File: src/rtl/btn_cnt_ctrl_if.sv
// Button/switch inputs and command bus of the up/down counter controller.
interface btn_cnt_ctrl_if;
  logic       BTN_UP;
  logic       BTN_DN;
  logic       BTN_LD;
  logic [3:0] SW;
  logic [3:0] D;
  logic       LD;
  logic       UD;
  logic       CE;

  modport master (
    input  BTN_UP, BTN_DN, BTN_LD, SW,
    output D, LD, UD, CE
  );

  modport slave (
    output BTN_UP, BTN_DN, BTN_LD, SW,
    input  D, LD, UD, CE
  );
endinterface

File: src/rtl/btn_cnt_ctrl.sv
// Debounced push-button front end for an up/down counter: synchronizes, debounces,
// prioritises LD > UP > DN and auto-repeats a held UP/DN button.
module btn_cnt_ctrl #(
  parameter int unsigned DB_CYCLES  = 250000,
  parameter int unsigned RPT_DELAY  = 50000000,
  parameter int unsigned RPT_PERIOD = 10000000
) (
  input logic            CLK,
  input logic            RST,
  btn_cnt_ctrl_if.master bus
);

  typedef enum logic [1:0] {IDLE = 2'd0, WAIT = 2'd1, RPT = 2'd2} state_t;

  localparam logic [25:0] DB_C  = 26'(DB_CYCLES);
  localparam logic [26:0] DLY_C = 27'(RPT_DELAY);
  localparam logic [26:0] PER_C = 27'(RPT_PERIOD);

  logic [2:0]  btn_meta_r, btn_sync_r, btn_lvl_r;
  logic [3:0]  sw_meta_r, sw_sync_r;
  logic [25:0] db_cnt_r [3];
  logic [2:0]  press_s;
  logic        press_ld_s, press_up_s, press_dn_s, dir_lvl_s, tick_s;
  logic [26:0] timer_inc_s;
  state_t      state_r, state_nxt;
  logic [25:0] timer_r, timer_nxt;
  logic        dir_r, dir_nxt;
  logic        ce_r, ld_r, ud_r, ce_nxt, ld_nxt, ud_nxt;
  logic [3:0]  d_r, d_nxt;

  // Two-flop synchronizers; bit 0 = UP, bit 1 = DN, bit 2 = LD.
  always_ff @(posedge CLK) begin
    if (RST) begin
      btn_meta_r <= 3'b000;
      btn_sync_r <= 3'b000;
      sw_meta_r  <= 4'h0;
      sw_sync_r  <= 4'h0;
    end else begin
      btn_meta_r <= {bus.BTN_LD, bus.BTN_DN, bus.BTN_UP};
      btn_sync_r <= btn_meta_r;
      sw_meta_r  <= bus.SW;
      sw_sync_r  <= sw_meta_r;
    end
  end

  // Debounce counters: count disagreeing cycles, adopt the synced level at DB_CYCLES.
  always_ff @(posedge CLK) begin
    if (RST) begin
      btn_lvl_r <= 3'b000;
      for (int i = 0; i < 3; i++) db_cnt_r[i] <= 26'd0;
    end else begin
      for (int i = 0; i < 3; i++) begin
        if (btn_sync_r[i] == btn_lvl_r[i]) begin
          db_cnt_r[i] <= 26'd0;
        end else if (db_cnt_r[i] == DB_C) begin
          btn_lvl_r[i] <= btn_sync_r[i];
          db_cnt_r[i] <= 26'd0;
        end else begin
          db_cnt_r[i] <= db_cnt_r[i] + 26'd1;
        end
      end
    end
  end

  // Press detection on the debounced rising edge, then priority resolution.
  always_comb begin
    press_s = 3'b000;
    for (int i = 0; i < 3; i++) begin
      press_s[i] = (db_cnt_r[i] == DB_C) && btn_sync_r[i] && !btn_lvl_r[i];
    end
    press_ld_s = press_s[2];
    press_up_s = press_s[0] && !press_s[2];
    press_dn_s = press_s[1] && !press_s[2] && !press_s[0];
  end

  // Repeat FSM state, timer and direction registers.
  always_ff @(posedge CLK) begin
    if (RST) begin
      state_r <= IDLE;
      timer_r <= 26'd0;
      dir_r   <= 1'b1;
    end else begin
      state_r <= state_nxt;
      timer_r <= timer_nxt;
      dir_r   <= dir_nxt;
    end
  end

  // Next state: a press restarts WAIT; the timer reload happens on the edge it would reach the limit.
  always_comb begin
    state_nxt   = state_r;
    timer_nxt   = timer_r;
    dir_nxt     = dir_r;
    tick_s      = 1'b0;
    timer_inc_s = {1'b0, timer_r} + 27'd1;
    dir_lvl_s   = dir_r ? btn_lvl_r[0] : btn_lvl_r[1];
    if (press_up_s || press_dn_s) begin
      state_nxt = WAIT;
      timer_nxt = 26'd0;
      dir_nxt   = press_up_s;
    end else begin
      case (state_r)
        IDLE: begin
          timer_nxt = 26'd0;
        end
        WAIT: begin
          if (!dir_lvl_s) begin
            state_nxt = IDLE;
            timer_nxt = 26'd0;
          end else if (timer_inc_s == DLY_C) begin
            state_nxt = RPT;
            timer_nxt = 26'd0;
            tick_s    = 1'b1;
          end else begin
            timer_nxt = timer_inc_s[25:0];
          end
        end
        RPT: begin
          if (!dir_lvl_s) begin
            state_nxt = IDLE;
            timer_nxt = 26'd0;
          end else if (timer_inc_s == PER_C) begin
            timer_nxt = 26'd0;
            tick_s    = 1'b1;
          end else begin
            timer_nxt = timer_inc_s[25:0];
          end
        end
        default: begin
          state_nxt = IDLE;
          timer_nxt = 26'd0;
        end
      endcase
    end
  end

  // Command outputs: a press always wins over a coincident repeat tick.
  always_comb begin
    ce_nxt = 1'b0;
    ld_nxt = 1'b0;
    ud_nxt = ud_r;
    d_nxt  = d_r;
    if (press_ld_s) begin
      ce_nxt = 1'b1;
      ld_nxt = 1'b1;
      d_nxt  = sw_sync_r;
    end else if (press_up_s) begin
      ce_nxt = 1'b1;
      ud_nxt = 1'b1;
    end else if (press_dn_s) begin
      ce_nxt = 1'b1;
      ud_nxt = 1'b0;
    end else if (tick_s) begin
      ce_nxt = 1'b1;
      ud_nxt = dir_r;
    end else begin
      ce_nxt = 1'b0;
    end
  end

  // Output registers.
  always_ff @(posedge CLK) begin
    if (RST) begin
      ce_r <= 1'b0;
      ld_r <= 1'b0;
      ud_r <= 1'b1;
      d_r  <= 4'h0;
    end else begin
      ce_r <= ce_nxt;
      ld_r <= ld_nxt;
      ud_r <= ud_nxt;
      d_r  <= d_nxt;
    end
  end

  assign bus.CE = ce_r;
  assign bus.LD = ld_r;
  assign bus.UD = ud_r;
  assign bus.D  = d_r;

endmodule

File: src/flat_wrapper.sv
// flat-port wrapper written by rule: the top's interface ports become plain ports
module btn_cnt_ctrl_flat 
#(
  parameter int unsigned DB_CYCLES  = 250000,
  parameter int unsigned RPT_DELAY  = 50000000,
  parameter int unsigned RPT_PERIOD = 10000000
)
  (CLK, RST, bus_BTN_UP, bus_BTN_DN, bus_BTN_LD, bus_SW, bus_D, bus_LD, bus_UD, bus_CE);
  btn_cnt_ctrl_if bus_i ();
  input logic CLK;
  input logic RST;
  input wire logic [$bits(bus_i.BTN_UP)-1:0] bus_BTN_UP;
  input wire logic [$bits(bus_i.BTN_DN)-1:0] bus_BTN_DN;
  input wire logic [$bits(bus_i.BTN_LD)-1:0] bus_BTN_LD;
  input wire logic [$bits(bus_i.SW)-1:0] bus_SW;
  output wire logic [$bits(bus_i.D)-1:0] bus_D;
  output wire logic [$bits(bus_i.LD)-1:0] bus_LD;
  output wire logic [$bits(bus_i.UD)-1:0] bus_UD;
  output wire logic [$bits(bus_i.CE)-1:0] bus_CE;
  assign bus_i.BTN_UP = bus_BTN_UP;
  assign bus_i.BTN_DN = bus_BTN_DN;
  assign bus_i.BTN_LD = bus_BTN_LD;
  assign bus_i.SW = bus_SW;
  assign bus_D = bus_i.D;
  assign bus_LD = bus_i.LD;
  assign bus_UD = bus_i.UD;
  assign bus_CE = bus_i.CE;
  btn_cnt_ctrl #(.DB_CYCLES(DB_CYCLES), .RPT_DELAY(RPT_DELAY), .RPT_PERIOD(RPT_PERIOD)) u_core (.CLK(CLK), .RST(RST), .bus(bus_i));
endmodule
File: config.mk
export PLATFORM = sky130hd
export DESIGN_NAME = btn_cnt_ctrl_flat
export DESIGN_NICKNAME = d
export VERILOG_FILES = /design/src/rtl/btn_cnt_ctrl_if.sv /design/src/rtl/btn_cnt_ctrl.sv /design/src/flat_wrapper.sv
export SDC_FILE = /design/constraint.sdc
export NUM_CORES = 1
export LEC_CHECK = 0
export ABC_AREA = 1
export CAP_MARGIN = 20
export CORE_UTILIZATION = 55
export CTS_BUF_LIST = sky130_fd_sc_hd__clkbuf_16
export CTS_CLUSTER_DIAMETER = 200
export DETAILED_ROUTE_END_ITERATION = 12
export PLACE_DENSITY_LB_ADDON = 0.12
export SLEW_MARGIN = 25
export SYNTH_ARGS = -nofsm -noshare
export SYNTH_HDL_FRONTEND = slang
export SYNTH_SLANG_ARGS = --single-unit
File: constraint.sdc
create_clock -name CLK -period 2.8 [get_ports CLK]
set_input_delay 0.84 -clock CLK [delete_from_list [all_inputs] [get_ports CLK]]
set_output_delay 0.84 -clock CLK [all_outputs]
set_load 0.1 [all_outputs]
==> results.tsv <==
stage	metric	value	unit
clock_tree	CTS H-tree lvls	4	
drt	wire length per cell	11.6	um
die	chip width	117	um
power	Static Leak	3.47	nW
clock_tree	clock sink total	131	
worst_hold_path	worst min path class	reg2reg	
power	peak supply drop	0.523	mV
critical_path	CP required	3.13	ns
drt	DRT antenna net count	0	
sta	final slew viol count	0	
clock_tree	post-CTS setup buffers	0	
critical_path	CP Launch Type	flip-flop	
clock_tree	CTS tree	done	
logic_synthesis	FFs w/ async S/R, synth	0	
logic_synthesis	Netlist cell types	42	
sta	hold slack	0.399	ns
logic_synthesis	post-synthesis sequential area ratio	0.465	
logic_synthesis	Post-Synthesis Cells	929	
logic_synthesis	number of synthesized register bits	131	
logic_synthesis	Simple-Gate Fraction of Synth Area	0.331	
sta	worst rel slew slack	0.622	
layout	most common cell after layout, fill and taps aside	nand2_1	
sta	Tightest Pin Transition	0.562	ns
layout	share of layout cells above drive strength 1	0.0915	
layout	Reg area	3400	um^2
logic_synthesis	post-synthesis mux area share	0	
clock_tree	Inserted Clock Buffers	17	
drt	WL final	14.2	mm
die	DIE HEIGHT	117	um
critical_path	CP arrival	2.80	ns
clock_tree	clk root buf	clkbuf_16	
placed_design	GPL Wtd Cong	0.836	
layout	Finished Core Util	0.669	
layout	Multi-input gate area	3570	um^2
run_status	status	completed	
die	Rows	41	
flow_run	Max Cap Viol	0	
layout	Area growth syn-to-layout	16.9	%
logic_synthesis	Yosys warning count	0	
grt	total gr overflow	0	
placed_design	IO Port Bufs	15	
critical_path	Setup CP Type	reg2reg	
grt	initial antenna violation count	0	
logic_synthesis	Post-Synth Adder-Cell Area	0.0171	
placed_design	Post-DP HPWL	10.5	mm
power	P per Cell Area	529	nW/um^2
drt	Detailed Route Iter0 Violations	317	
sta	final hold viol count	0	
grt	vias in the first global route	5658	
sta	Worst Skew	0.0127	ns
critical_path	crit end category	flip-flop	
logic_synthesis	xor and xnor area share after synthesis	0.0299	
layout	most frequent cells in the layout	169 x nand2_1, 153 x inv_1, 145 x nor2_1, 78 x edfxtp_1, 78 x conb_1	
drt	DR pass1 iterations	5	
layout	Ant. Diodes	0	
grt	largest net degree at the start of global routing	27	
sta	fin crit share	0.882	
drt	via-per-instance ratio	4.91	
die	core area	12800	um^2
placed_design	Area after DPL	7950	um^2
logic_synthesis	number of synthesized flops with an enable pin	78	
drt	DRC Markers	0	
clock_tree	Longest Clk Path Bufs	2	
sta	# setup viols final	0	
layout	Filler Cells Inserted	1083	
logic_synthesis	Main synth FF type	edfxtp_1	
grt	total track usage	0.223	
logic_synthesis	Compound-Gate Fraction of Synth Area	0.0695	
grt	first-pass GRT wire length	24.8	mm
critical_path	CP max FO	26	
logic_synthesis	largest family of logic cells by synthesized area	simple AND/OR/NAND/NOR gates	
sta	minimum clock period	2.47	ns
drt	Vias	5995	
sta	setup TNS	0	ns
clock_tree	Worst-path clk slew	0.06	ns
sta	FMAX	0.405	GHz
die	area of the die	13800	um^2
layout	final-stage net count	1055	
die	Starting Density	0.572	
logic_synthesis	Netlist Area Pre-Place	7310	um^2
logic_synthesis	syn avg cell area	7.87	um^2
sta	unrepaired setup endpoints after global routing	true	
layout	design area	8550	um^2
clock_tree	clk_lat worst skew	0.42	ns
die	Ports	16	
[cells in the mapped netlist, types with 2 or more instances]
cell	number	area, um^2
a211oi_1	6	45.0
a21oi_1	41	205
a221oi_1	2	17.5
a31oi_1	3	18.8
buf_2	2	10.0
buf_6	2	22.5
clkbuf_1	7	26.3
dfxtp_1	53	1060
edfxtp_1	78	2340
ha_1	10	125
inv_1	148	556
inv_2	2	7.51
nand2_1	169	634
nand2_2	9	56.3
nand3_1	53	265
nand3_2	3	30.0
nand3b_1	2	15.0
nand4_1	29	181
nor2_1	145	544
nor2_2	25	156
nor2_4	4	45.0
nor3_1	36	180
nor3_2	2	20.0
nor3b_1	13	97.6
nor3b_2	2	25.0
nor4_1	13	81.3
o21a_1	9	67.6
o21ai_0	19	95.1
o21bai_1	5	37.5
or2_2	2	12.5
xnor2_1	7	61.3
xor2_1	18	158
[layout make-up]
type                       count  area share
inverter                     150      0.0659
multi-input combinational    713       0.417
clock inverter                13      0.0138
clock buffer                  19      0.0556
sequential                   131       0.398
timing repair buffer          23      0.0240
tap                          172      0.0252
[layer usage]
metal / track usage / vias up / share of wire
met5: 0 / - / 0
met4: 0.0779 / 0 / 0.014
met3: 0.0530 / 22 / 0.033
met2: 0.368 / 86 / 0.47
met1: 0.286 / 2696 / 0.49
li1: - / 3191 / -
[state kept, by name (all words and copies together), names as in the netlist, 2 cells and up]
register and count:
u_core.db_cnt_r 78, u_core.btn_lvl_r 3, u_core.timer_r 26, u_core.sw_meta_r 4, u_core.sw_sync_r 4, u_core.btn_meta_r 3, u_core.state_r 2, u_core.btn_sync_r 3
u_core.bus.D 4
[timing repair]
item	CTS	global route
gates resized for setup	0	1
hold buffers	0	0
endpoints found under the setup margin	0	4
[worst max-delay path, cell delays in order (launching register included)]
cell      delay (ns)
dfxtp_1         0.37
ha_1            0.23
nand2_2         0.09
nor2_2          0.14
nand2_2         0.12
o21bai_1        0.20
nand2_1         0.09
nand2_1         0.07
nor2_1          0.07
nand3_1         0.07
nor2_1          0.05
nand2_1         0.08
nand2_2         0.07
nand2_2         0.08
nand4_4         0.36
a21oi_1         0.27
[worst paths after layout]
kind                         end  cells past startpoint           startpoint  slack [ns]
max           u_core.timer_r[24]                     15    u_core.timer_r[0]        0.33
min          u_core.sw_sync_r[1]                      2  u_core.sw_meta_r[1]        0.40
max reg2reg   u_core.timer_r[24]                     15    u_core.timer_r[0]        0.33
min reg2reg  u_core.sw_sync_r[1]                      2  u_core.sw_meta_r[1]        0.40
[where the power goes]
group | switching [W] | internal [W]
clock network | 0.000809 | 0.00139
registers | 0.0000516 | 0.00210
logic | 0.000111 | 0.0000589
total | 0.000971 | 0.00355
[through the flow]
step                      setup WS [ns]  total power [W]  cells
after global placement            0.406          0.00235   1189
after global routing            -0.0195          0.00469   1221
after detailed placement          0.369          0.00236   1189
final                             0.330          0.00453   1221
after floorplan                   0.777          0.00230   1006
after CTS                         0.341          0.00456   1221
[kinds of logic after synthesis]
group	count (synthesis)
other	1
buffers and inverters	162
AO/OA/AOI/OAI	88
XOR/XNOR	25
flip-flops	131
adder cells (fa/ha/maj)	10
AND/OR/NAND/NOR	512
No activity file was read; power rests on OpenSTA's default activity.
